<file path="src/rtl/muldiv_ctrl_if.sv">
// Handshake and operand bundle between the EX stage and the HI/LO multiply/divide sequencer.
// The master side is the pipeline, and the slave side is the sequencer.
interface muldiv_ctrl_if;
   logic        flush;
   logic        start;
   logic [1:0]  op;
   logic [31:0] a;
   logic [31:0] b;
   logic        stall;
   logic        busy;
   logic        result_valid;
   logic [31:0] hi;
   logic [31:0] lo;

   modport master (
      output flush, start, op, a, b,
      input  stall, busy, result_valid, hi, lo
   );

   modport slave (
      input  flush, start, op, a, b,
      output stall, busy, result_valid, hi, lo
   );
endinterface

</file>
<file path="src/rtl/muldiv_ctrl.sv">
// Multi-cycle sequencer for MULT/MULTU/DIV/DIVU. It stalls EX while running and returns {hi, lo}.
// Division is a 32-step radix-2 restoring loop on operand magnitudes, with signs fixed up at the end.
module muldiv_ctrl #(
   parameter int MUL_CYCLES = 4
) (
   input  logic          clk,
   input  logic          rst,
   muldiv_ctrl_if.slave  bus
);

   typedef enum logic [1:0] {IDLE, MUL, DIV, DONE} state_t;

   state_t      state, state_nx;
   logic [4:0]  cnt, cnt_nx;

   logic        sgn_q;
   logic [31:0] a_q, b_q;
   logic [31:0] rem, quo, dvs;
   logic [31:0] hi_q, lo_q;

   logic        accept;
   logic        res_en;
   logic [31:0] res_hi, res_lo;

   logic signed [63:0] mul_a, mul_b, prod;

   logic [32:0] rem_sh;
   logic        step_ge;
   logic [31:0] rem_nx, quo_nx;

   function automatic logic [31:0] mag(input logic [31:0] v, input logic sgn);
      return (sgn && v[31]) ? (~v + 32'd1) : v;
   endfunction

   function automatic logic [31:0] neg_if(input logic [31:0] v, input logic c);
      return c ? (~v + 32'd1) : v;
   endfunction

   // One 64-bit multiplier serves both forms: operands are sign- or zero-extended before the multiply.
   assign mul_a = $signed({{32{sgn_q & a_q[31]}}, a_q});
   assign mul_b = $signed({{32{sgn_q & b_q[31]}}, b_q});
   assign prod  = mul_a * mul_b;

   // One restoring step. The remainder stays below the divisor, so the shifted value needs only 33 bits.
   always_comb begin
      rem_sh  = {rem, quo[31]};
      step_ge = (rem_sh >= {1'b0, dvs});
      rem_nx  = step_ge ? 32'(rem_sh - {1'b0, dvs}) : rem_sh[31:0];
      quo_nx  = {quo[30:0], step_ge};
   end

   always_comb begin
      state_nx = state;
      cnt_nx   = cnt;
      accept   = 1'b0;
      res_en   = 1'b0;
      res_hi   = hi_q;
      res_lo   = lo_q;
      unique case (state)
         IDLE: begin
            if (bus.start && !bus.flush) begin
               accept = 1'b1;
               cnt_nx = 5'd0;
               if (!bus.op[1]) begin
                  state_nx = MUL;
               end else if (bus.b != 32'd0) begin
                  state_nx = DIV;
               end else begin
                  state_nx = DONE;
                  res_en   = 1'b1;
                  res_hi   = bus.a;
                  res_lo   = 32'hFFFF_FFFF;
               end
            end
         end
         MUL: begin
            cnt_nx = cnt + 5'd1;
            if (cnt == 5'(MUL_CYCLES - 1)) begin
               state_nx = DONE;
               res_en   = 1'b1;
               res_hi   = prod[63:32];
               res_lo   = prod[31:0];
            end
         end
         DIV: begin
            cnt_nx = cnt + 5'd1;
            if (cnt == 5'd31) begin
               state_nx = DONE;
               res_en   = 1'b1;
               res_hi   = neg_if(rem_nx, sgn_q & a_q[31]);
               res_lo   = neg_if(quo_nx, sgn_q & (a_q[31] ^ b_q[31]));
            end
         end
         DONE: begin
            state_nx = IDLE;
            cnt_nx   = 5'd0;
         end
      endcase
      // A flush cancels any work. It never suppresses the result_valid already showing in DONE.
      if (bus.flush) begin
         state_nx = IDLE;
         cnt_nx   = 5'd0;
         accept   = 1'b0;
         res_en   = 1'b0;
      end
   end

   always_ff @(posedge clk) begin
      if (rst) begin
         state <= IDLE;
         cnt   <= 5'd0;
         hi_q  <= 32'd0;
         lo_q  <= 32'd0;
      end else begin
         state <= state_nx;
         cnt   <= cnt_nx;
         if (res_en) begin
            hi_q <= res_hi;
            lo_q <= res_lo;
         end
      end
   end

   // Operand and divider registers are pure datapath. The FSM decides when they are meaningful.
   always_ff @(posedge clk) begin
      if (accept) begin
         sgn_q <= ~bus.op[0];
         a_q   <= bus.a;
         b_q   <= bus.b;
         rem   <= 32'd0;
         quo   <= mag(bus.a, ~bus.op[0]);
         dvs   <= mag(bus.b, ~bus.op[0]);
      end else if (state == DIV) begin
         rem   <= rem_nx;
         quo   <= quo_nx;
      end
   end

   assign bus.stall        = ~bus.flush & (((state == IDLE) & bus.start) | (state == MUL) | (state == DIV));
   assign bus.busy         = (state != IDLE);
   assign bus.result_valid = (state == DONE);
   assign bus.hi           = hi_q;
   assign bus.lo           = lo_q;

endmodule

</file>
<file path="src/flat_wrapper.sv">
// flat-port wrapper written by rule: the top's interface ports become plain ports
module muldiv_ctrl_flat 
#(
   parameter int MUL_CYCLES = 4
)
  (clk, rst, bus_flush, bus_start, bus_op, bus_a, bus_b, bus_stall, bus_busy, bus_result_valid, bus_hi, bus_lo);
  muldiv_ctrl_if bus_i ();
  input  logic clk;
  input  logic rst;
  input wire logic [$bits(bus_i.flush)-1:0] bus_flush;
  input wire logic [$bits(bus_i.start)-1:0] bus_start;
  input wire logic [$bits(bus_i.op)-1:0] bus_op;
  input wire logic [$bits(bus_i.a)-1:0] bus_a;
  input wire logic [$bits(bus_i.b)-1:0] bus_b;
  output wire logic [$bits(bus_i.stall)-1:0] bus_stall;
  output wire logic [$bits(bus_i.busy)-1:0] bus_busy;
  output wire logic [$bits(bus_i.result_valid)-1:0] bus_result_valid;
  output wire logic [$bits(bus_i.hi)-1:0] bus_hi;
  output wire logic [$bits(bus_i.lo)-1:0] bus_lo;
  assign bus_i.flush = bus_flush;
  assign bus_i.start = bus_start;
  assign bus_i.op = bus_op;
  assign bus_i.a = bus_a;
  assign bus_i.b = bus_b;
  assign bus_stall = bus_i.stall;
  assign bus_busy = bus_i.busy;
  assign bus_result_valid = bus_i.result_valid;
  assign bus_hi = bus_i.hi;
  assign bus_lo = bus_i.lo;
  muldiv_ctrl #(.MUL_CYCLES(MUL_CYCLES)) u_core (.clk(clk), .rst(rst), .bus(bus_i));
endmodule
</file>
<file path="config.mk">
export PLATFORM = sky130hd
export DESIGN_NAME = muldiv_ctrl_flat
export DESIGN_NICKNAME = d
export VERILOG_FILES = /design/src/rtl/muldiv_ctrl_if.sv /design/src/rtl/muldiv_ctrl.sv /design/src/flat_wrapper.sv
export SDC_FILE = /design/constraint.sdc
export NUM_CORES = 2
export LEC_CHECK = 0
export ABC_AREA = 1
export ABC_CLOCK_PERIOD_IN_PS = 11100
export CORE_ASPECT_RATIO = 0.5
export CORE_MARGIN = 2
export CORE_UTILIZATION = 56
export CTS_CLUSTER_SIZE = 25
export DETAILED_ROUTE_END_ITERATION = 6
export PLACE_DENSITY = 0.73
export SYNTH_ARGS = -nofsm -noshare
export SYNTH_HDL_FRONTEND = slang
export SYNTH_SLANG_ARGS = --single-unit
</file>
<file path="constraint.sdc">
create_clock -name clk -period 11.1 [get_ports clk]
set_input_delay 2.22 -clock clk [delete_from_list [all_inputs] [get_ports clk]]
set_output_delay 2.22 -clock clk [all_outputs]
set_load 0.05 [all_outputs]
</file>
Yosys cells after proc, flatten, opt, wreduce, memory -nomap -nowiden
Index checks and enable logic that the tools add are counted.
{ "totals": {"register_bits": 232, "inputBits": 70} }
{ "op_classes": {"n_addsub": 6, "multipliers": 1, "magnitude_cmp": 1, "n_eq_ne": 10, "muxes": 37, "bitwise_logic": 14, "reduce_logical": 13} }
{ "ops": {"columns": ["operator", "n"], "rows": [
  ["32-bit two-way mux", 17],
  ["32-bit case mux with 3 select lines", 2],
  ["32-bit by 1-bit adder with 32-bit output (second input constant)", 4],
  ["32-bit NOT", 4],
  ["33-bit by 33-bit multiplier with 64-bit output", 1],
  ["33-bit by 32-bit greater-or-equal comparator with 1-bit output", 1],
  ["32-bit nonzero test", 1],
  ["32-bit subtractor", 1],
  ["5-bit case mux with 3 select lines", 1],
  ["1-bit two-way mux", 10],
  ["2-bit two-way mux", 4],
  ["2-bit case mux with 4 select lines", 1],
  ["7-bit AND reduction", 1],
  ["2-bit by 1-bit != test with 1-bit output (second input constant)", 3],
  ["5-bit by 1-bit adder with 5-bit output (second input constant)", 1],
  ["1-bit bitwise AND", 5],
  ["5-bit by 2-bit == test with 1-bit output (second input constant)", 1],
  ["5-bit == test (second input constant)", 1],
  ["5-bit two-way mux", 1],
  ["2-bit == test (second input constant)", 2],
  ["2-bit != test (second input constant)", 2],
  ["2-bit nonzero test", 2],
  ["2-bit OR reduction", 2],
  ["1-bit logical AND", 3],
  ["other kinds (9)", 11]
]} }

Depth between registers and ports, before layout
{ "logic_depth": {"word_depth": 7, "mapped_depth": 40, "ltp_nobuf": 38} }

Worst setup path before layout
No wires, ideal clock.
{ "synth_timing": {"path_kind": "flip-flop to flip-flop", "startpoint": "reg u_core.a_q[31]", "endpoint": "reg u_core.hi_q[29] (netlist: u_core.bus.hi[29])", "arrival_ns": 8.449, "slack_ns": 2.520, "path_stages_with_launch": 41, "path_buffers": 4, "period_less_slack_ns": 8.580, "path_cell_list": "edfxtp_1 -> clkbuf_1 -> nand2_1 -> inv_1 -> clkbuf_1 -> clkbuf_1 -> buf_1 -> nand2_1 -> inv_1 -> fa_1 -> inv_1 -> fa_1 -> inv_1 -> fa_1 -> fa_1 -> inv_1 -> fa_1 -> inv_1 -> [5 not listed] -> ha_1 -> nand2_1 -> nor2_1 -> inv_1 -> nor3_1 -> nand2_1 -> o211ai_1 -> nand3_1 -> nand2_1 -> nand2_1 -> nand2_1 -> nand2_1 -> nand3_1 -> nand2_1 -> inv_1 -> nand2_1 -> nand2_1 -> a21oi_2"} }
{ "synth_via": {"elab_chain_cells": 4, "word_cells_on_any_way": 6, "classes_between": "mul (1); mux (4); bitwise (1)"} }
{ "synth_rtl": {"columns": ["item", "line_no", "rtl"], "rows": [
  ["start, declared", "muldiv_ctrl.sv:17", "logic [31:0] a_q, b_q;"],
  ["start signal, assigned", "muldiv_ctrl.sv:128", "a_q <= bus.a;"],
  ["1-bit bitwise AND", "muldiv_ctrl.sv:40, muldiv_ctrl.sv:90", null],
  ["33-bit by 33-bit multiplier with 64-bit output or 32-bit two-way mux (tied branches)", "muldiv_ctrl.sv:42, muldiv_ctrl.sv:36", null],
  ["32-bit two-way mux, on equally long branches", "muldiv_ctrl.sv:78, muldiv_ctrl.sv:87", null],
  ["32-bit case mux with 3 select lines (*)", "muldiv_ctrl.sv:59", "unique case (state)"],
  ["end signal, assigned", "muldiv_ctrl.sv:118", "hi_q <= res_hi;"],
  ["end, declared", "muldiv_ctrl.sv:19", "logic [31:0] hi_q, lo_q;"]
]} }
Mark *: on every way between the ends. The rest lies on a longest branch, timed or not. The select of a mux whose other input is x is not followed.
A chain may end at the register's enable or synchronous reset.

Final worst setup path
{ "layout_timing": {"startpoint": "reg u_core.b_q[31]", "endpoint": "reg u_core.hi_q[21] (netlist: u_core.bus.hi[21])"} }
{ "layout_via": {"elab_chain_cells": 4} }
{ "layout_rtl": {"columns": ["item", "line_no", "rtl"], "rows": [
  ["start, declared", "muldiv_ctrl.sv:17", null],
  ["start signal, assigned", "muldiv_ctrl.sv:129", "b_q <= bus.b;"],
  ["1-bit bitwise AND", "muldiv_ctrl.sv:41", "assign mul_b = $signed({{32{sgn_q & b_q[31]}}, b_q});"],
  ["33-bit by 33-bit multiplier with 64-bit output (*)", "muldiv_ctrl.sv:42", "assign prod = mul_a * mul_b;"],
  ["32-bit two-way mux (*)", "muldiv_ctrl.sv:78", "if (cnt == 5'(MUL_CYCLES - 1)) begin"],
  ["32-bit case mux with 3 select lines (*)", "muldiv_ctrl.sv:59", null]
]} }
Marked as above.

==> results by group <==
Drt
  – # DRC: 1
  – DR vias: 45000
  – Overall routed net length: 165 mm
  – Vias per inst: 5.49
  – 1st-iter DRT viols: 4836
  – Post-DRT Antenna Nets: 0
  – DRT Pass-1 Iters: 7
  – WL/cell: 20.1 um

Timing
  – Setup TNS Final: 0 ns
  – Max Fclk: 107 MHz
  – Max Transition Viols Final: 0
  – Hold Fails Final Rpt: 0
  – Final period util: 83.9%
  – Setup Skew: 0.0283 ns
  – Final setup vio count: 0
  – Slew of the pin with the lowest slew margin: 1.28 ns
  – Final worst slack: 1.78 ns
  – Minimum clock period after layout: 9.32 ns
  – Unrepaired setup endpoints after global routing: no
  – Worst hold slack: 0.468 ns
  – Max_slew headroom: 14.4%

Setup path
  – Crit. End Element: flip-flop
  – Setup CP Type: reg2reg
  – Crit start category: flip-flop
  – Slowest-stage cell, CP: nand2_1
  – Worst path most repeated cell: fa_1
  – Crit path required time: 11.54 ns
  – Max Fanout on Critical Path: 33
  – Critical path data arrival time: 9.76 ns
  – CP peak stage delay: 0.63 ns

Clock network
  – CTS tree: done
  – Worst-skew pair later-pin latency: 0.61 ns
  – Clk pin slew, worst setup/hold paths: 0.06 ns
  – Root buf cell: clkbuf_16
  – CTS Buf Count: 29
  – Post_cts resized: 0
  – Max H-tree Level: 1
  – # clock sinks: 231
  – CTS Buffer Depth: 3
  – Hold_buf cts: 0
  – Post-CTS setup repair buffer count: 0

Finish
  – Fillers: 8540
  – Finished Layout Cells: 8198
  – Final #Nets: 8353
  – Layout area overhead: 6.57%
  – Seq. cell area: 5910 um2
  – Multi-input logic area: 39800 um2
  – Share of cells above drive strength 1: 3.83%

Floorplanning
  – Std cell rows: 80
  – I/O pins: 137
  – Die span in x: 444 um
  – Core Area: 95600 um2
  – Die area: 99300 um2
  – Vertical die dimension: 224 um
  – Initial Utilization: 56.6%

Global routing
  – Initial antenna violation count: 9
  – Vias in the first global route: 45200
  – First-pass GRT wire length: 258 mm
  – GR Overflow Total: 0
  – All-layer global routing usage: 34.0%
  – Largest net degree at the start of global routing: 79

Placement
  – HPWL Detailed: 135 mm
  – Place WS: 2.03 ns
  – Placed cells: 8142
  – PortBufs: 136
  – GP Congestion: 1.04

Status
  – Status: complete, but fails checks
  – Failing checks: DRC

Logic synthesis
  – Synth unique cells: 58
  – Flops & latches, synth: 231
  – Sequential area share after synthesis: 10.9%
  – Syn_nets: 8415
  – Synth Flop Type: edfxtp_1
  – Cell area after synthesis: 54100 um2
  – Ys Warns: 0
  – Post-Syn Instances: 6964
  – Ys async rst share: 0%
  – Post-synth EDFFs: 128
  – Syn avg cell area: 7.78 um2

Min path
  – Hold WC Path Type: reg2reg

Run
  – # Max-Cap Violations: 0
## sequential cells by signal (all words and copies together) (netlist names)
name           count
u_core.bus.lo     32
u_core.bus.hi     32
u_core.cnt         5
u_core.rem        32
u_core.dvs        32
u_core.a_q        32
u_core.sgn_q       1
u_core.state       2
u_core.b_q        31
u_core.quo        32
## Yosys cell counts (all sizes together), types with 4 or more instances
cell    instances  area share, %
o22ai          14           0.16
o221ai          4          0.065
nor2          329            2.4
nand3b         17           0.24
nand4          29           0.37
dfxtp         103            3.8
ha            255            5.9
xor2           69            1.1
inv          1901             13
nor4           18           0.22
o31ai           6          0.083
clkbuf        311            2.2
or2            31           0.36
buf            25           0.27
o21bai         14           0.19
a21oi         226            2.2
o21ai         242            2.3
edfxtp        128            7.1
nand3         173            1.6
a31oi          48           0.55
xnor2          35           0.57
nor3           49           0.50
nand2        1753             12
o211ai         19           0.26
fa           1126             42
a21o           14           0.19
## critical path: cells and delay by family (launching register included)
kind	cells	cell delay (ns)
AO/OA/AOI/OAI	7	1.85
adder cells (fa/ha/maj)	9	4.37
flip-flops	1	0.33
buffers and inverters	4	0.59
AND/OR/NAND/NOR	8	1.97
## cell usage in the layout, fill, tap and decap left out, drive strengths merged, types with 128 or more instances in the layout
| cell type | n |
|---|---|
| clkdlybuf4s50 | 136 |
| inv | 1904 |
| fa | 1126 |
| ha | 255 |
| a21oi | 226 |
| nand3 | 173 |
| nor2 | 329 |
| o21ai | 242 |
| nand2 | 1753 |
| edfxtp | 128 |
## per-stage QoR
step	area [um2]	utilization [%]
2_1_floorplan	54100	-
3_3_place_gp	56600	59.2
3_5_place_dp	56600	59.2
4_1_cts	57700	60.4
5_1_grt	57700	60.4
6_report	57700	60.4
## cells by family after synthesis
group | share of synthesized area, %
simple gates | 18.1
fa+ha+maj | 47.5
xor+xnor | 1.68
compound gates | 6.17
buf+inv | 15.6
flops | 10.9
## worst paths after layout
kind / startpoint / endpoint / slack [ns] / cells past startpoint
max: u_core.b_q[31] / u_core.bus.hi[21] / 1.78 / 28
min: u_core.bus.hi[9] / u_core.bus.hi[9] / 0.47 / 2
max reg2reg: u_core.b_q[31] / u_core.bus.hi[21] / 1.78 / 28
min reg2reg: u_core.bus.hi[9] / u_core.bus.hi[9] / 0.47 / 2
## layout make-up
| class | instances | area share (%) |
|---|---|---|
| diodes | 2 | 0.00867 |
| clock buffers | 29 | 1.26 |
| clock inverters | 25 | 0.601 |
| inverters | 1903 | 12.4 |
| multi-input cells | 4494 | 69.0 |
| flip-flops and latches | 231 | 10.2 |
| well taps | 1271 | 2.76 |
| repair buffers | 243 | 3.79 |
## layer usage
metal  GRT usage, %  part of all wire, %
met1           48.3                   40
met4           11.4                  3.7
met3           7.73                   12
met5              0               0.0079
met2           51.7                   44
Power is not shown: default switching activity piles up to over one toggle a cycle in this logic, so the estimate is an artifact.
